[src/rtl/keypad_scanner.sv]
// keypad_scanner
//   Scans a 4x4 active-low matrix keypad one column at a time, builds a
//   per-scan result (no key / one key / several keys), debounces that result
//   across consecutive scans and reports accepted presses.
//
//   Ports
//     clock         system clock, everything on the rising edge
//     reset         synchronous, active-high
//     col[3:0]      column drives, active-low, exactly one low at a time
//     row[3:0]      row returns, active-low, asynchronous to clock
//     keypadButton  hex code of the last accepted key
//     key_valid     one-cycle pulse on each accepted press
//     key_held      high while the accepted key stays debounced-pressed
//
//   Scan phase FSM
//     state    | meaning
//     PH_COL0  | col = 1110, keys 1 4 7 0
//     PH_COL1  | col = 1101, keys 2 5 8 F
//     PH_COL2  | col = 1011, keys 3 6 9 E
//     PH_COL3  | col = 0111, keys A B C D; scan result evaluated on its last cycle
//
//   The sampled rows trail the column drive by the two synchronizer stages,
//   so SETTLE_CYCLES should comfortably exceed 2 for clean column attribution.

module keypad_scanner #(
    parameter int SETTLE_CYCLES  = 1000,
    parameter int DEBOUNCE_SCANS = 4
) (
    input  logic       clock,
    input  logic       reset,
    output logic [3:0] col,
    input  logic [3:0] row,
    output logic [3:0] keypadButton,
    output logic       key_valid,
    output logic       key_held
);

    localparam int PW = (SETTLE_CYCLES > 2) ? $clog2(SETTLE_CYCLES) : 1;
    localparam int SW = $clog2(DEBOUNCE_SCANS + 1);
    localparam logic [PW-1:0] PHASE_LAST = PW'(SETTLE_CYCLES - 1);
    localparam logic [SW-1:0] STABLE_MAX = SW'(DEBOUNCE_SCANS);

    typedef enum logic [1:0] {
        PH_COL0 = 2'd0,
        PH_COL1 = 2'd1,
        PH_COL2 = 2'd2,
        PH_COL3 = 2'd3
    } phase_t;

    phase_t          phase;
    phase_t          phase_next;
    logic [PW-1:0]   phase_cnt;
    logic            phase_end;
    logic            scan_end;

    logic [3:0]      row_meta;
    logic [3:0]      row_sync;

    logic [3:0]      rows_low;
    logic [2:0]      n_hits;
    logic [1:0]      row_idx;
    logic [3:0]      phase_code;

    // acc_count: 0 = nothing seen yet this scan, 1 = one key, 2 = two or more
    logic [1:0]      acc_count;
    logic [3:0]      acc_code;
    logic [2:0]      total_hits;
    logic [1:0]      merged_count;
    logic [3:0]      merged_code;

    logic            res_key;
    logic [3:0]      res_code;
    logic            prev_key;
    logic [3:0]      prev_code;
    logic [SW-1:0]   stable_cnt;
    logic [SW-1:0]   stable_next;

    function automatic logic [3:0] key_code(input logic [1:0] c, input logic [1:0] r);
        logic [3:0] code;
        case ({c, r})
            4'b00_00: code = 4'h1;
            4'b00_01: code = 4'h4;
            4'b00_10: code = 4'h7;
            4'b00_11: code = 4'h0;
            4'b01_00: code = 4'h2;
            4'b01_01: code = 4'h5;
            4'b01_10: code = 4'h8;
            4'b01_11: code = 4'hF;
            4'b10_00: code = 4'h3;
            4'b10_01: code = 4'h6;
            4'b10_10: code = 4'h9;
            4'b10_11: code = 4'hE;
            4'b11_00: code = 4'hA;
            4'b11_01: code = 4'hB;
            4'b11_10: code = 4'hC;
            default:  code = 4'hD;
        endcase
        return code;
    endfunction

    // ------------------------------------------------------------------
    // Row synchronizer (idle keypad reads all ones)
    // ------------------------------------------------------------------
    always_ff @(posedge clock) begin
        if (reset) begin
            row_meta <= 4'hF;
            row_sync <= 4'hF;
        end else begin
            row_meta <= row;
            row_sync <= row_meta;
        end
    end

    // ------------------------------------------------------------------
    // Phase timing
    // ------------------------------------------------------------------
    assign phase_end = (phase_cnt == PHASE_LAST);
    assign scan_end  = phase_end && (phase == PH_COL3);

    always_ff @(posedge clock) begin
        if (reset) begin
            phase_cnt <= '0;
        end else if (phase_end) begin
            phase_cnt <= '0;
        end else begin
            phase_cnt <= phase_cnt + 1'b1;
        end
    end

    always_ff @(posedge clock) begin
        if (reset) begin
            phase <= PH_COL0;
        end else begin
            phase <= phase_next;
        end
    end

    always_comb begin
        phase_next = phase;
        col        = 4'b1110;
        case (phase)
            PH_COL0: begin
                col = 4'b1110;
                if (phase_end) phase_next = PH_COL1;
            end
            PH_COL1: begin
                col = 4'b1101;
                if (phase_end) phase_next = PH_COL2;
            end
            PH_COL2: begin
                col = 4'b1011;
                if (phase_end) phase_next = PH_COL3;
            end
            PH_COL3: begin
                col = 4'b0111;
                if (phase_end) phase_next = PH_COL0;
            end
            default: begin
                col        = 4'b1110;
                phase_next = PH_COL0;
            end
        endcase
    end

    // ------------------------------------------------------------------
    // Per-phase row decode and scan accumulation
    // ------------------------------------------------------------------
    assign rows_low = ~row_sync;
    assign n_hits   = {2'b00, rows_low[0]} + {2'b00, rows_low[1]}
                    + {2'b00, rows_low[2]} + {2'b00, rows_low[3]};

    always_comb begin
        row_idx = 2'd0;
        for (int i = 3; i >= 0; i--) begin
            if (rows_low[i]) row_idx = 2'(i);
        end
    end

    assign phase_code = key_code(phase, row_idx);

    // Merge this phase's sample with what earlier phases of the scan found.
    // Only when the merged count is exactly one does the code matter, and
    // then it comes from whichever source contributed the single hit.
    always_comb begin
        total_hits   = {1'b0, acc_count} + n_hits;
        merged_count = (total_hits >= 3'd2) ? 2'd2 : total_hits[1:0];
        merged_code  = (n_hits != 3'd0) ? phase_code : acc_code;
    end

    always_ff @(posedge clock) begin
        if (reset) begin
            acc_count <= 2'd0;
            acc_code  <= 4'h0;
        end else if (scan_end) begin
            acc_count <= 2'd0;
            acc_code  <= 4'h0;
        end else if (phase_end) begin
            acc_count <= merged_count;
            acc_code  <= merged_code;
        end
    end

    // Scan result, valid on the scan_end cycle. NONE carries code 0 so that
    // result comparison is a plain equality on {key, code}.
    assign res_key  = (merged_count == 2'd1);
    assign res_code = res_key ? merged_code : 4'h0;

    // ------------------------------------------------------------------
    // Debounce and output
    // ------------------------------------------------------------------
    always_comb begin
        if ({res_key, res_code} == {prev_key, prev_code}) begin
            stable_next = (stable_cnt == STABLE_MAX) ? STABLE_MAX : stable_cnt + 1'b1;
        end else begin
            stable_next = SW'(1);
        end
    end

    always_ff @(posedge clock) begin
        if (reset) begin
            prev_key     <= 1'b0;
            prev_code    <= 4'h0;
            stable_cnt   <= '0;
            keypadButton <= 4'h0;
            key_valid    <= 1'b0;
            key_held     <= 1'b0;
        end else begin
            key_valid <= 1'b0;
            if (scan_end) begin
                prev_key   <= res_key;
                prev_code  <= res_code;
                stable_cnt <= stable_next;
                if (stable_next == STABLE_MAX) begin
                    if (res_key) begin
                        // A different key appearing while one is held is
                        // ignored until a stable release clears key_held.
                        if (!key_held) begin
                            keypadButton <= res_code;
                            key_held     <= 1'b1;
                            key_valid    <= 1'b1;
                        end
                    end else begin
                        key_held <= 1'b0;
                    end
                end
            end
        end
    end

endmodule
[config.mk]
export PLATFORM = sky130hd
export DESIGN_NAME = keypad_scanner
export DESIGN_NICKNAME = d
export VERILOG_FILES = /design/src/rtl/keypad_scanner.sv
export SDC_FILE = /design/constraint.sdc
export NUM_CORES = 1
export LEC_CHECK = 0
export ABC_AREA = 1
export CORE_MARGIN = 5
export CORE_UTILIZATION = 50
export CTS_CLUSTER_DIAMETER = 120
export DETAILED_ROUTE_END_ITERATION = 10
export GPL_ROUTABILITY_DRIVEN = 0
export GPL_TIMING_DRIVEN = 0
export PLACE_DENSITY_LB_ADDON = 0.1
export SLEW_MARGIN = 10
export SYNTH_ARGS = -nofsm -noshare
export SYNTH_HDL_FRONTEND = slang
export SYNTH_SLANG_ARGS = --single-unit
[constraint.sdc]
create_clock -name clock -period 9 [get_ports clock]
set_clock_uncertainty 0.05 [all_clocks]
set_input_delay 0.9 -clock clock [delete_from_list [all_inputs] [get_ports clock]]
set_output_delay 0.9 -clock clock [all_outputs]
set_load 0.02 [all_outputs]
======== Yosys cells after proc, flatten, opt, wreduce, memory -nomap -nowiden ========
Memory sizes are Yosys's and may differ from the RTL's.
Cells that the tools add are included.
operators by class
  $add $sub $neg .......................... 6
  $lt $le $gt $ge ......................... 1
  equality and inequality tests ........... 12
  multiplexer cells ....................... 17
  bitwise logic cells ..................... 5
  reductions and logical operators ........ 9
operators with widths
  cell                     number
  $mux W2                  9
  $pmux W4 S4              1
  $add A10 B1 Y10 const B  1
  $eq A10 B10 Y1 const B   1
  $mux W4                  2
  $ne A2 B2 Y1 const B     4
  $pmux W2 S4              1
  $reduce_and A4 Y1        2
  $eq A3 B3 Y1 const B     2
  $mux W3                  2
  $eq A5 B5 Y1             1
  $eq A2 B1 Y1 const B     2
  $eq A2 B2 Y1 const B     2
  $not A1 Y1               4
  $not A4 Y4               1
  $reduce_or A2 Y1         2
  $reduce_or A4 Y1         1
  $add A2 B1 Y3            1
  $add A2 B3 Y3            1
  $add A3 B1 Y3            1
  $add A3 B1 Y3 const B    1
  $ge A3 B2 Y1 const B     1
  $reduce_bool A3 Y1       1
  $add A1 B1 Y2            1
  4 further kinds          5
storage, ports and cells
  flip-flop bits (word level) ............. 40
  memory bits (read-only) ................. 64
  input bits .............................. 6
  output and inout port bits .............. 10
  word-level logic and storage cells ...... 63
  memories ................................ 1
memories
  memory            depth  width  read ports  clocked after memory_dff  write ports  RTL line  RTL
  (name not given)  16     4      1           0                         0            80        case ({c, r})

======== Logic depth before layout (Yosys ltp) ========
Gate-level depths: netlist of run 1.
  word-level depth ........................ 14
  mapped depth ............................ 20
  mapped depth without buffers ............ 19

======== Worst setup path after synthesis of run 1 ========
No wires, ideal clock.
  path type ............................... reg2reg
  start ................................... register row_sync[0]
  end ..................................... register key_held
  library setup time ...................... 124 ps
  arrival ................................. 2986 ps
  required time ........................... 8826 ps
  path slack .............................. 5840 ps
  stages on the path, launching flop included .. 19
  path buffers ............................ 1
  period minus slack after synthesis ...... 3160 ps
  cell sequence ........................... dfxtp_1 -> inv_1 -> fa_1 -> ha_1 -> ha_1 -> fa_1 -> a21oi_2 -> nand2_2 -> nor2_4 -> buf_6 -> nand3_2 -> nand2_1 -> nand2_1 -> nor2_2 -> nand2_2 -> nor3_2 -> nand4_1 -> nand2_1 -> nor2_1
on the way
  longest elaborated chain between the ends .. 13
  elaborated cells between the ends (all ways) .. 18
  those cells by class .................... add/sub (4); order compare (1); eq/ne (3); mux (6); bitwise (1); reduce/logical (2); memory (1)
ends and longest elaborated chain
  item                         RTL line  RTL
  start: declaration           57        logic [3:0] row_sync;
  start signal: assignment     110       row_sync <= row_meta;
  $not A4 Y4 *                 168       assign rows_low = ~row_sync;
  $add A1 B1 Y2                169       assign n_hits = {2'b00, rows_low[0]} + {2'b00, rows_low[1]}
  $add A2 B1 Y3                170       + {2'b00, rows_low[2]} + {2'b00, rows_low[3]};
  $add A3 B1 Y3                170
  $add A2 B3 Y3                185       total_hits = {1'b0, acc_count} + n_hits;
  $ge A3 B2 Y1                 186       merged_count = (total_hits >= 3'd2) ? 2'd2 : total_hits[1:0];
  $mux W2                      186
  $eq A2 B1 Y1                 205       assign res_key = (merged_count == 2'd1);
  $mux W4                      206       assign res_code = res_key ? merged_code : 4'h0;
  $eq A5 B5 Y1                 212       if ({res_key, res_code} == {prev_key, prev_code}) begin
  $mux W3                      212
  $eq A3 B3 Y1                 233       if (stable_next == STABLE_MAX) begin
  $reduce_and A2 Y1 (no line)  --
  end signal: assignment       226       key_held <= 1'b0;
  end signal: assignment       239       key_held <= 1'b1;
  end signal: assignment       243       key_held <= 1'b0;
  end: declaration             35        output logic key_held
Every way passes the cells marked *; elsewhere a longest branch is shown, timed or not.
A chain may end at the register's enable or synchronous reset.

======== Worst setup path in the final report of run 1 ========
Same ends and word-level chain as after synthesis.

==> results of run 1 <==
==> path summary, 6_finish.rpt <==
kind              slack [ps]          end        start  cells after the start
setup / recovery        5590     key_held  row_sync[0]                     18
hold / removal           360  row_sync[0]  row_meta[0]                      1
setup reg to reg        5590     key_held  row_sync[0]                     18
hold reg to reg          360  row_sync[0]  row_meta[0]                      1
==> cells in the mapped netlist, drive strengths merged <==
cell type  instances
a21oi             20
buf                1
clkbuf             3
dfxtp             40
fa                 2
ha                14
inv               54
nand2             63
nand3             16
nand4             11
nor2              23
nor3               9
nor4               3
o211ai             1
o21ai             11
o22ai              4
o41ai              1
or2               12
xnor2              1
==> state kept, by name, indices dropped and copies added (netlist names), 2 cells and up <==
register / count
acc_code: 4
acc_count: 2
keypadButton: 4
phase: 2
phase_cnt: 10
prev_code: 4
row_meta: 4
row_sync: 4
stable_cnt: 3
==> worst reg2reg max path: stages, from the launching register on <==
cell and delay, ps:
dfxtp_1 370, inv_1 80, fa_1 500, ha_1 200
ha_1 310, fa_1 480, a21oi_2 120, nand2_2 80
nor2_4 100, buf_6 150, nand3_2 80, nand2_1 60
nand2_1 50, nor2_2 90, nand2_2 90, nor3_2 260
nand4_1 110, nand2_1 80, nor2_1 40
==> power by group through the flow <==
stage          registers, W  clock network, W  logic (W)
3_5_place_dp       0.000186                 0  0.0000584
2_1_floorplan      0.000186                 0  0.0000449
5_1_grt            0.000183          0.000152  0.0000664
4_1_cts            0.000182          0.000148  0.0000589
3_3_place_gp       0.000186                 0  0.0000577
6_report           0.000182          0.000143  0.0000583
==> stage by stage <==
| step | util, % | setup WS [ps] |
|---|---|---|
| finish | 60.53 | 5591 |
| floorplan | - | 5840 |
| global route | 60.53 | 5264 |
| global placement | 57.88 | 5627 |
| CTS | 60.53 | 5571 |
| detailed placement | 57.88 | 5586 |
==> area by class of cell <==
cell class / instances / share of cell area (%)
well taps: 50 / 2.547
flip-flops and latches: 40 / 32.60
clock inverters: 2 / 1.426
inverters: 54 / 8.253
clock buffers: 6 / 2.955
multi-input cells: 191 / 45.03
plain buffers: 4 / 1.070
repair buffers: 15 / 6.113
==> per-layer routing <==
| layer | part of all wire [%] | vias to the layer above |
|---|---|---|
| li1 | - | 969 |
| met1 | 49 | 779 |
| met2 | 44 | 32 |
| met3 | 4.9 | 6 |
| met4 | 1.5 | 0 |
| met5 | 0 | - |
==> placed cells by master (no fill, tap or decap), drive strengths merged <==
master	count
nand2	63
inv	54
dfxtp	40
nor2	23
a21oi	20
nand3	16
clkdlybuf4s50	15
ha	14
or2	12
o21ai	11
nand4	11
nor3	9
clkbuf	9
o22ai	4
nor4	3
fa	2
buf	1
o211ai	1
o41ai	1
xnor2	1
bufinv	1
clkinv	1
==> logic make-up (layout without fill, tap and decap cells) <==
| family | count (synthesis) | after routing | share of synthesized area [%] |
|---|---|---|---|
| XOR/XNOR | 1 | 1 | 0.4102 |
| adder cells (fa/ha/maj) | 16 | 16 | 10.08 |
| buffers and inverters | 58 | 81 | 10.72 |
| flip-flops | 40 | 40 | 37.49 |
| AO/OA/AOI/OAI | 37 | 37 | 9.373 |
| AND/OR/NAND/NOR | 137 | 137 | 31.93 |
==> flow_summary_export.csv, run 1 <==
group,metric,value,unit
die,die_height,75.36,um
critical_path,required,9130,ps
final_layout,multi_input_area,1106,um2
grt,grt_max_degree,13,
sta,fmax,293.3,MHz
final_layout,regArea,800.8,um2
clock_tree,cts.repair.resized,0,
pwr,p_int,0.0002849,W
sta,fin_setup_tns,0,ps
grt,gr-usage-met2,26.46,%
pwr,power_leakage,1.127,nW
route,final_antenna_net_count,0,
grt,use_met3,3.430,%
logic_synthesis,seq_area_frac_synth,37.49,%
die,ioPinCount,16,
sta,setup_viol,0,
final_layout,diodes,0,
logic_synthesis,ys_warn_count,0,
route,wl_per_cell,10.91,um
clock_tree,cts_setup_buffers,0,
die,initial_utilization,52.64,%
clock_tree,cts_tree,"done",
pwr,clkPwrFrac,37.3,%
route,via_per_inst,4.934,
critical_path,crit_top_cell,"nand2_1",
clock_tree,cts_buffer_depth,2,
clock_tree,clk_pin_slew_worst_paths,80,ps
route,dr.pass1.iters,5,
die,row_count,23,
pwr,power,0.0003842,W
logic_synthesis,synthCells,289,
die,die_w,75.36,um
logic_synthesis,mappedNetlistArea,2136,um2
critical_path,path_cells,"inv_1 > fa_1 > ha_1 > ha_1 > fa_1 > a21oi_2 > nand2_2 > nor2_4 > buf_6 > nand3_2 > nand2_1 > nand2_1 > nor2_2 > nand2_2 > nor3_2 > nand4_1 > nand2_1 > nor2_1",
clock_tree,clock-sinks,40,
pwr,switching_share,25.84,%
critical_path,crit_type,"reg -> reg",
placement,io_buffers,15,
critical_path,end_kind,"flop",
critical_path,crit_slowest_cell,"fa_1",
grt,track_usage,16.51,%
pwr,p_per_area,156.4,nW/um2
sta,hold_viol,0,
critical_path,cp.arrival,3540,ps
clock_tree,clock_latency,300,ps
pwr,ir_worst_vdd,111.9,uV
die,core_area,4058,um2
sta,fin_crit_sh,37.88,%
sta,timing.hold.ws,358.2,ps
die,die-area,5678,um2
critical_path,path_buf_inv,2,
grt,grt_pass1_wl,7238,um
critical_path,cpPeakStageDelay,500,ps
logic_synthesis,synth-seq-cells,40,
logic_synthesis,synth.net_count,311,
grt,top_usage_layer,"met2",
final_layout,finalNetCount,333,
sta,slew_violations,0,
critical_path,cp_max_fo,10,
final_layout,post-route-cell-area,2456,um2
sta,rsz0062_at_grt,"no",
route,vias,1786,
clock_tree,cts_buffers,5,
route,drt_iter0_markers,80,
critical_path,crit_family,"adder cells",
sta,relSlewSlack,70.62,%
logic_synthesis,yosysTopAreaCell,"dfxtp_1",
route,wl,3948,um
pwr,comb_power_share,15.2,%
min_path,hold_class,"reg -> reg",
logic_synthesis,synthTopCellsByArea,"dfxtp_1 37%, nand2_1 11%, inv_1 9.3%",
logic_synthesis,yosysTopAreaCellShare,37.49,%
grt,use_met1,21.36,%
pwr,p_sw,0.00009927,W
critical_path,worst_setup_path_start_kind,"flop",
sta,worst_slew_pin_slew,437.1,ps
clock_tree,htree_levels,2,
clock_tree,cts_root_buf,"clkbuf_8",
sta,period_needed,3409,ps
final_layout,nFillCells,378,
placement,place_area,2349,um2
placement,dp_cells,354,
logic_synthesis,synth_cell_types,31,
grt,antenna_found_initial,0,
clock_tree,cts_hold_buffers,0,
placement,dpl.hpwl,3033,um
route,drc,0,
pwr,seqPwrFrac,47.5,%
final_layout,layoutNonFillerInstCount,362,
logic_synthesis,avgSynthCellArea,7.390,um2
status,status,"complete, no violations",
final_layout,area_growth_syn_to_layout,15.00,%
grt,overflow,0,
final_layout,drive_gt1_share,10.90,%
grt,grt_pass1_vias,1685,
job,drv_cap,0,
Note: power is estimated with default switching activity, not from simulation.
==> inputs of run 2 (changes only) <==
==> constraint.sdc (replaced) <==
create_clock -name clock -period 2.9 [get_ports clock]
set_clock_uncertainty 0.05 [all_clocks]
set_input_delay 0.29 -clock clock [delete_from_list [all_inputs] [get_ports clock]]
set_output_delay 0.29 -clock clock [all_outputs]
set_load 0.02 [all_outputs]
==> run 2 against run 1 <==
Against the previous run:
- the flow now finishes with violations (setup timing)
- first-iteration DRC count rose by 14%
- power grew to 3.2 times the previous value
- worst hold slack barely moved
- cell count increased by 2.2%
- wire length increased by 7.3%
- sequential share of layout area fell by 1.6 points
==> flow_summary_export.csv, run 2 (same netlist as run 1, synthesis figures left out) <==
group,metric,value,unit
status,status,"finished, violations left",
status,violations,"setup timing",
placement,place_area,2371,um2
critical_path,crit_type,"reg -> reg",
sta,setup_viol,9,
final_layout,final_core_utilization,63.86,%
clock_tree,cts_hold_buffers,0,
route,via_per_inst,4.965,
sta,fin_crit_sh,114.2,%
critical_path,end_kind,"flop",
pwr,power_leakage,1.158,nW
critical_path,path_cells,"inv_2 > fa_1 > ha_4 > ha_4 > fa_1 > a21oi_2 > nand2_2 > nor2_4 > buf_6 > nand3_2 > nand2_1 > nand2_1 > nor2_2 > nand2_2 > nor2_4 > nand4_4 > buf_4 > nor2_2",
sta,relSlewSlack,70.36,%
critical_path,setup.worst_path.start,"row_sync[0]",
pwr,p_per_area,477.8,nW/um2
die,die_height,75.36,um
final_layout,largest_register_ffs,10,
grt,grt_max_degree,13,
critical_path,cpPeakStageDelay,510,ps
grt,overflow,0,
sta,worst_slew_pin_slew,443.3,ps
sta,timing.hold.ws,358.7,ps
sta,hold_viol,0,
route,dr.pass1.iters,4,
job,drv_cap,0,
critical_path,timing.rr.start,"row_sync[0]",
sta,fin_setup_tns,-2988,ps
critical_path,reg2reg_depth,18,
die,die-area,5678,um2
clock_tree,htree_levels,2,
placement,dpl.hpwl,3011,um
die,row_count,23,
route,wl_per_cell,11.45,um
route,drc,0,
final_layout,post-route-cell-area,2591,um2
critical_path,crit_path_end,"key_valid",
critical_path,worstReg2RegEnd,"key_valid",
clock_tree,cts_root_buf,"clkbuf_8",
placement,io_buffers,15,
final_layout,drive_gt1_share,16.56,%
pwr,ir_worst_vdd,314.7,uV
clock_tree,clk_pin_slew_worst_paths,80,ps
sta,worst_slack,-413.1,ps
critical_path,required,3080,ps
clock_tree,cts_buffer_depth,2,
critical_path,worst_setup_path_start_kind,"flop",
final_layout,final_cell_mix,"60 x nand2_1, 51 x inv_1, 38 x dfxtp_1",
clock_tree,clock-sinks,40,
grt,antenna_found_initial,0,
sta,fmax,301.8,MHz
min_path,min_path_cells,1,
die,ioPinCount,16,
critical_path,crit_slowest_cell,"fa_1",
critical_path,cp.arrival,3500,ps
critical_path,cp_max_fo,7,
die,initial_utilization,52.64,%
final_layout,finalNetCount,341,
grt,track_usage,16.31,%
route,vias,1837,
route,final_antenna_net_count,0,
route,drt_iter0_markers,91,
final_layout,layout_commonest_cell,"nand2_1",
clock_tree,cts_buffers,5,
die,die_w,75.36,um
sta,rsz0062_at_grt,"yes",
route,wl,4236,um
sta,slew_violations,0,
clock_tree,clock_latency,290,ps
die,core_area,4058,um2
sta,period_needed,3313,ps
grt,grt_pass1_vias,1650,
grt,grt_pass1_wl,7113,um
final_layout,area_growth_syn_to_layout,21.32,%
min_path,hold_class,"reg -> reg",
critical_path,reg2reg_slack,-410,ps
final_layout,top_register,"phase_cnt",
final_layout,diodes,0,
clock_tree,cts_tree,"done",
## run 2: area by class of cell
cell class              instances  area, um2
repair buffers                 23      211.5
plain buffers                   4      26.28
inverters                      54      202.7
well taps                      50      62.56
clock inverters                 2      35.03
fillers                       382       1466
clock buffers                   6      72.57
flip-flops and latches         40      803.3
multi-input cells             191       1177
## run 2: routing by layer
metal	track usage, %	share of wire [%]	vias to the layer above
met5	0	0	-
met4	4.660	1.2	0
met3	4.485	5.0	6
met2	25.41	45	38
met1	22.23	49	812
li1	-	-	981
## run 2: how the worst min path moves through the flow
stage | start | to | slack [ps]
2_1_floorplan | row_meta[0] | row_sync[0] | 340
3_3_place_gp | row_meta[2] | row_sync[2] | 340
3_5_place_dp | row_meta[0] | row_sync[0] | 340
4_1_cts | row_meta[0] | row_sync[0] | 360
5_1_grt | row_meta[3] | row_sync[3] | 380
6_report | row_meta[0] | row_sync[0] | 360
## run 2: critical path: cells and delay by family, from the launching register on
| family | cells | cell delay [ps] |
|---|---|---|
| and+or+nand+nor | 10 | 990 |
| AOI/OAI and AO/OA | 1 | 130 |
| adders and majority gates | 4 | 1380 |
| DFF | 1 | 340 |
| buffers and inverters | 3 | 360 |
## run 2: per-stage QoR
step                      setup WS, ps  power (W)  instances
after floorplan                 -206.9  0.0007208        289
after global placement          -409.7  0.0007632        354
after detailed placement        -410.0  0.0007648        354
after CTS                       -400.0   0.001223        366
after global routing            -608.5   0.001299        370
final                           -413.1   0.001238        370
## run 2: power breakdown
| part | internal (W) | total, W | switching [W] | leakage [nW] |
|---|---|---|---|---|
| Clock | 0.000255 | 0.000444 | 0.000188 | 0.0552 |
| Sequential | 0.000559 | 0.000566 | 0.00000702 | 0.324 |
| Combinational | 0.0000980 | 0.000228 | 0.000130 | 0.779 |
## run 2: what timing repair did
action	CTS	global route
pin swaps	5	7
setup buffers	4	3
gates cloned	0	1
setup endpoints to repair	9	9
resized for setup	1	12
==> inputs of run 3 (changes only) <==
--- a/config.mk
+++ b/config.mk
@@ -7,11 +7,12 @@
 export LEC_CHECK = 0
 export ABC_AREA = 1
 export CORE_MARGIN = 5
-export CORE_UTILIZATION = 50
+export CORE_UTILIZATION = 52
 export CTS_CLUSTER_DIAMETER = 120
 export DETAILED_ROUTE_END_ITERATION = 10
 export GPL_ROUTABILITY_DRIVEN = 0
 export GPL_TIMING_DRIVEN = 0
+export HOLD_SLACK_MARGIN = 0.06
 export PLACE_DENSITY_LB_ADDON = 0.1
 export SLEW_MARGIN = 10
 export SYNTH_ARGS = -nofsm -noshare
==> run 3 against run 2 <==
Against the previous run:
- the run still ends with setup timing left
- critical path type unchanged
- utilization increased by 0.67 points
- sequential power barely moved
- largest power group unchanged
- critical endpoint is now key_held
- clock power is 11% lower
==> flow_summary_export.csv, run 3 (same netlist as run 1, synthesis figures left out) <==
group,metric,value,unit
critical_path,cp.arrival,3500,ps
clock_tree,clock_latency,300,ps
grt,grt_pass1_wl,7548,um
final_layout,nFillCells,369,
die,die-area,5489,um2
route,final_antenna_net_count,0,
final_layout,post-route-cell-area,2581,um2
sta,slew_violations,0,
placement,dpl.hpwl,3049,um
pwr,p_sw,0.0003383,W
final_layout,final_cell_mix,"59 x nand2_1, 51 x inv_1, 37 x dfxtp_1",
critical_path,cp_max_fo,5,
sta,fmax,301.6,MHz
pwr,seqPwrFrac,47.5,%
clock_tree,htree_levels,2,
pwr,power,0.001193,W
critical_path,crit_type,"reg -> reg",
final_layout,final_core_utilization,64.53,%
route,drt_iter0_markers,113,
die,die_w,74.09,um
sta,rsz0062_at_grt,"yes",
pwr,switching_share,28.36,%
clock_tree,cts_tree,"done",
final_layout,layout_commonest_cell,"nand2_1",
critical_path,worstReg2RegEnd,"key_held",
sta,relSlewSlack,66.59,%
critical_path,end_kind,"flop",
job,drv_cap,0,
die,ioPinCount,16,
pwr,ir_worst_vdd,335.3,uV
placement,place_area,2371,um2
grt,track_usage,17.77,%
die,core_area,4000,um2
die,die_height,74.09,um
pwr,clkPwrFrac,33.1,%
clock_tree,cts_hold_buffers,0,
critical_path,crit_path_end,"key_held",
grt,grt_pass1_vias,1729,
final_layout,drive_gt1_share,16.88,%
sta,fin_crit_sh,114.3,%
route,wl_per_cell,11.51,um
min_path,hold_class,"reg -> reg",
grt,overflow,0,
critical_path,reg2reg_depth,20,
route,dr.pass1.iters,5,
critical_path,reg2reg_slack,-420,ps
critical_path,setup.worst_path.start,"row_sync[0]",
sta,setup_viol,9,
final_layout,top_register,"phase_cnt",
pwr,p_per_area,462.1,nW/um2
grt,grt_max_degree,14,
final_layout,diodes,0,
critical_path,required,3080,ps
final_layout,area_growth_syn_to_layout,20.86,%
clock_tree,clk_pin_slew_worst_paths,80,ps
route,drc,0,
status,violations,"setup timing",
route,via_per_inst,4.938,
sta,hold_viol,0,
sta,period_needed,3315,ps
placement,io_buffers,15,
critical_path,timing.rr.start,"row_sync[0]",
clock_tree,cts_root_buf,"clkbuf_8",
route,wl,4257,um
final_layout,finalNetCount,341,
status,status,"finished, violations left",
die,initial_utilization,53.39,%
clock_tree,clock-sinks,40,
pwr,comb_power_share,19.5,%
pwr,power_leakage,1.147,nW
clock_tree,cts_buffers,5,
route,vias,1827,
sta,worst_slack,-415.4,ps
final_layout,largest_register_ffs,10,
pwr,p_int,0.0008545,W
critical_path,worst_setup_path_start_kind,"flop",
die,row_count,23,
sta,timing.hold.ws,359.7,ps
sta,worst_slew_pin_slew,496.6,ps
grt,antenna_found_initial,0,
clock_tree,cts_buffer_depth,2,
==> run 3: area by class of cell <==
class	count	area [um2]	area share [%]
multi-input cells	191	1166	45.18
flip-flops and latches	40	804.5	31.17
clock buffers	6	82.58	3.199
well taps	50	62.56	2.424
repair buffers	23	221.5	8.580
clock inverters	2	15.01	0.5817
inverters	54	202.7	7.853
plain buffers	4	26.28	1.018
==> run 3: worst max-delay path, cell delays in order, from the launching register on <==
cell,delay (ps)
dfxtp_2,330
inv_2,40
fa_1,510
ha_4,180
ha_4,270
fa_1,430
a21oi_2,130
nand2_2,90
nor2_4,120
buf_6,130
nand3_2,80
nand2_1,60
nand2_1,60
inv_2,50
nand3_2,120
nor2_4,170
buf_6,120
nand4_1,80
nand2_1,90
nand2_1,50
nor2_1,70
==> run 3: per-layer routing <==
metal  share of wire, %  up-vias  track usage [%]
li1                   -      983                -
met1                 49      803            22.71
met2                 45       33            28.44
met3                4.4        8            4.730
met4                2.1        0            7.243
met5                  0        -                0
==> run 3: power by group through the flow <==
stage | clock network, W | registers, W | logic (W)
floorplan | 0 | 0.000577 | 0.000143
global placement | 0 | 0.000579 | 0.000185
detailed placement | 0 | 0.000579 | 0.000186
CTS | 0.000406 | 0.000566 | 0.000207
global route | 0.000438 | 0.000568 | 0.000258
finish | 0.000395 | 0.000566 | 0.000232
==> run 3: per-stage QoR <==
| stage | instances | setup WS, ps | setup TNS [ps] |
|---|---|---|---|
| after floorplan | 289 | -206.9 | -1113 |
| after CTS | 368 | -385.4 | -2965 |
| after global routing | 370 | -594.1 | -4801 |
| final | 370 | -415.4 | -3033 |
| after global placement | 354 | -417.8 | -2974 |
| after detailed placement | 354 | -451.8 | -3369 |
==> run 3: worst min-delay path by stage <==
stage	cells after the start	to	slack, ps	startpoint
final	1	row_sync[1]	360	row_meta[1]
after global routing	1	row_sync[3]	390	row_meta[3]
after CTS	1	row_sync[1]	360	row_meta[1]
after detailed placement	1	row_sync[1]	340	row_meta[1]
after global placement	1	row_sync[2]	340	row_meta[2]
after floorplan	1	row_sync[0]	340	row_meta[0]
==> run 3: timing repair <==
item / CTS / global route
cloned: 1 / 0
setup buffers: 5 / 2
endpoints found under the setup margin: 9 / 9
resized for setup: 3 / 11
pin swaps: 8 / 7
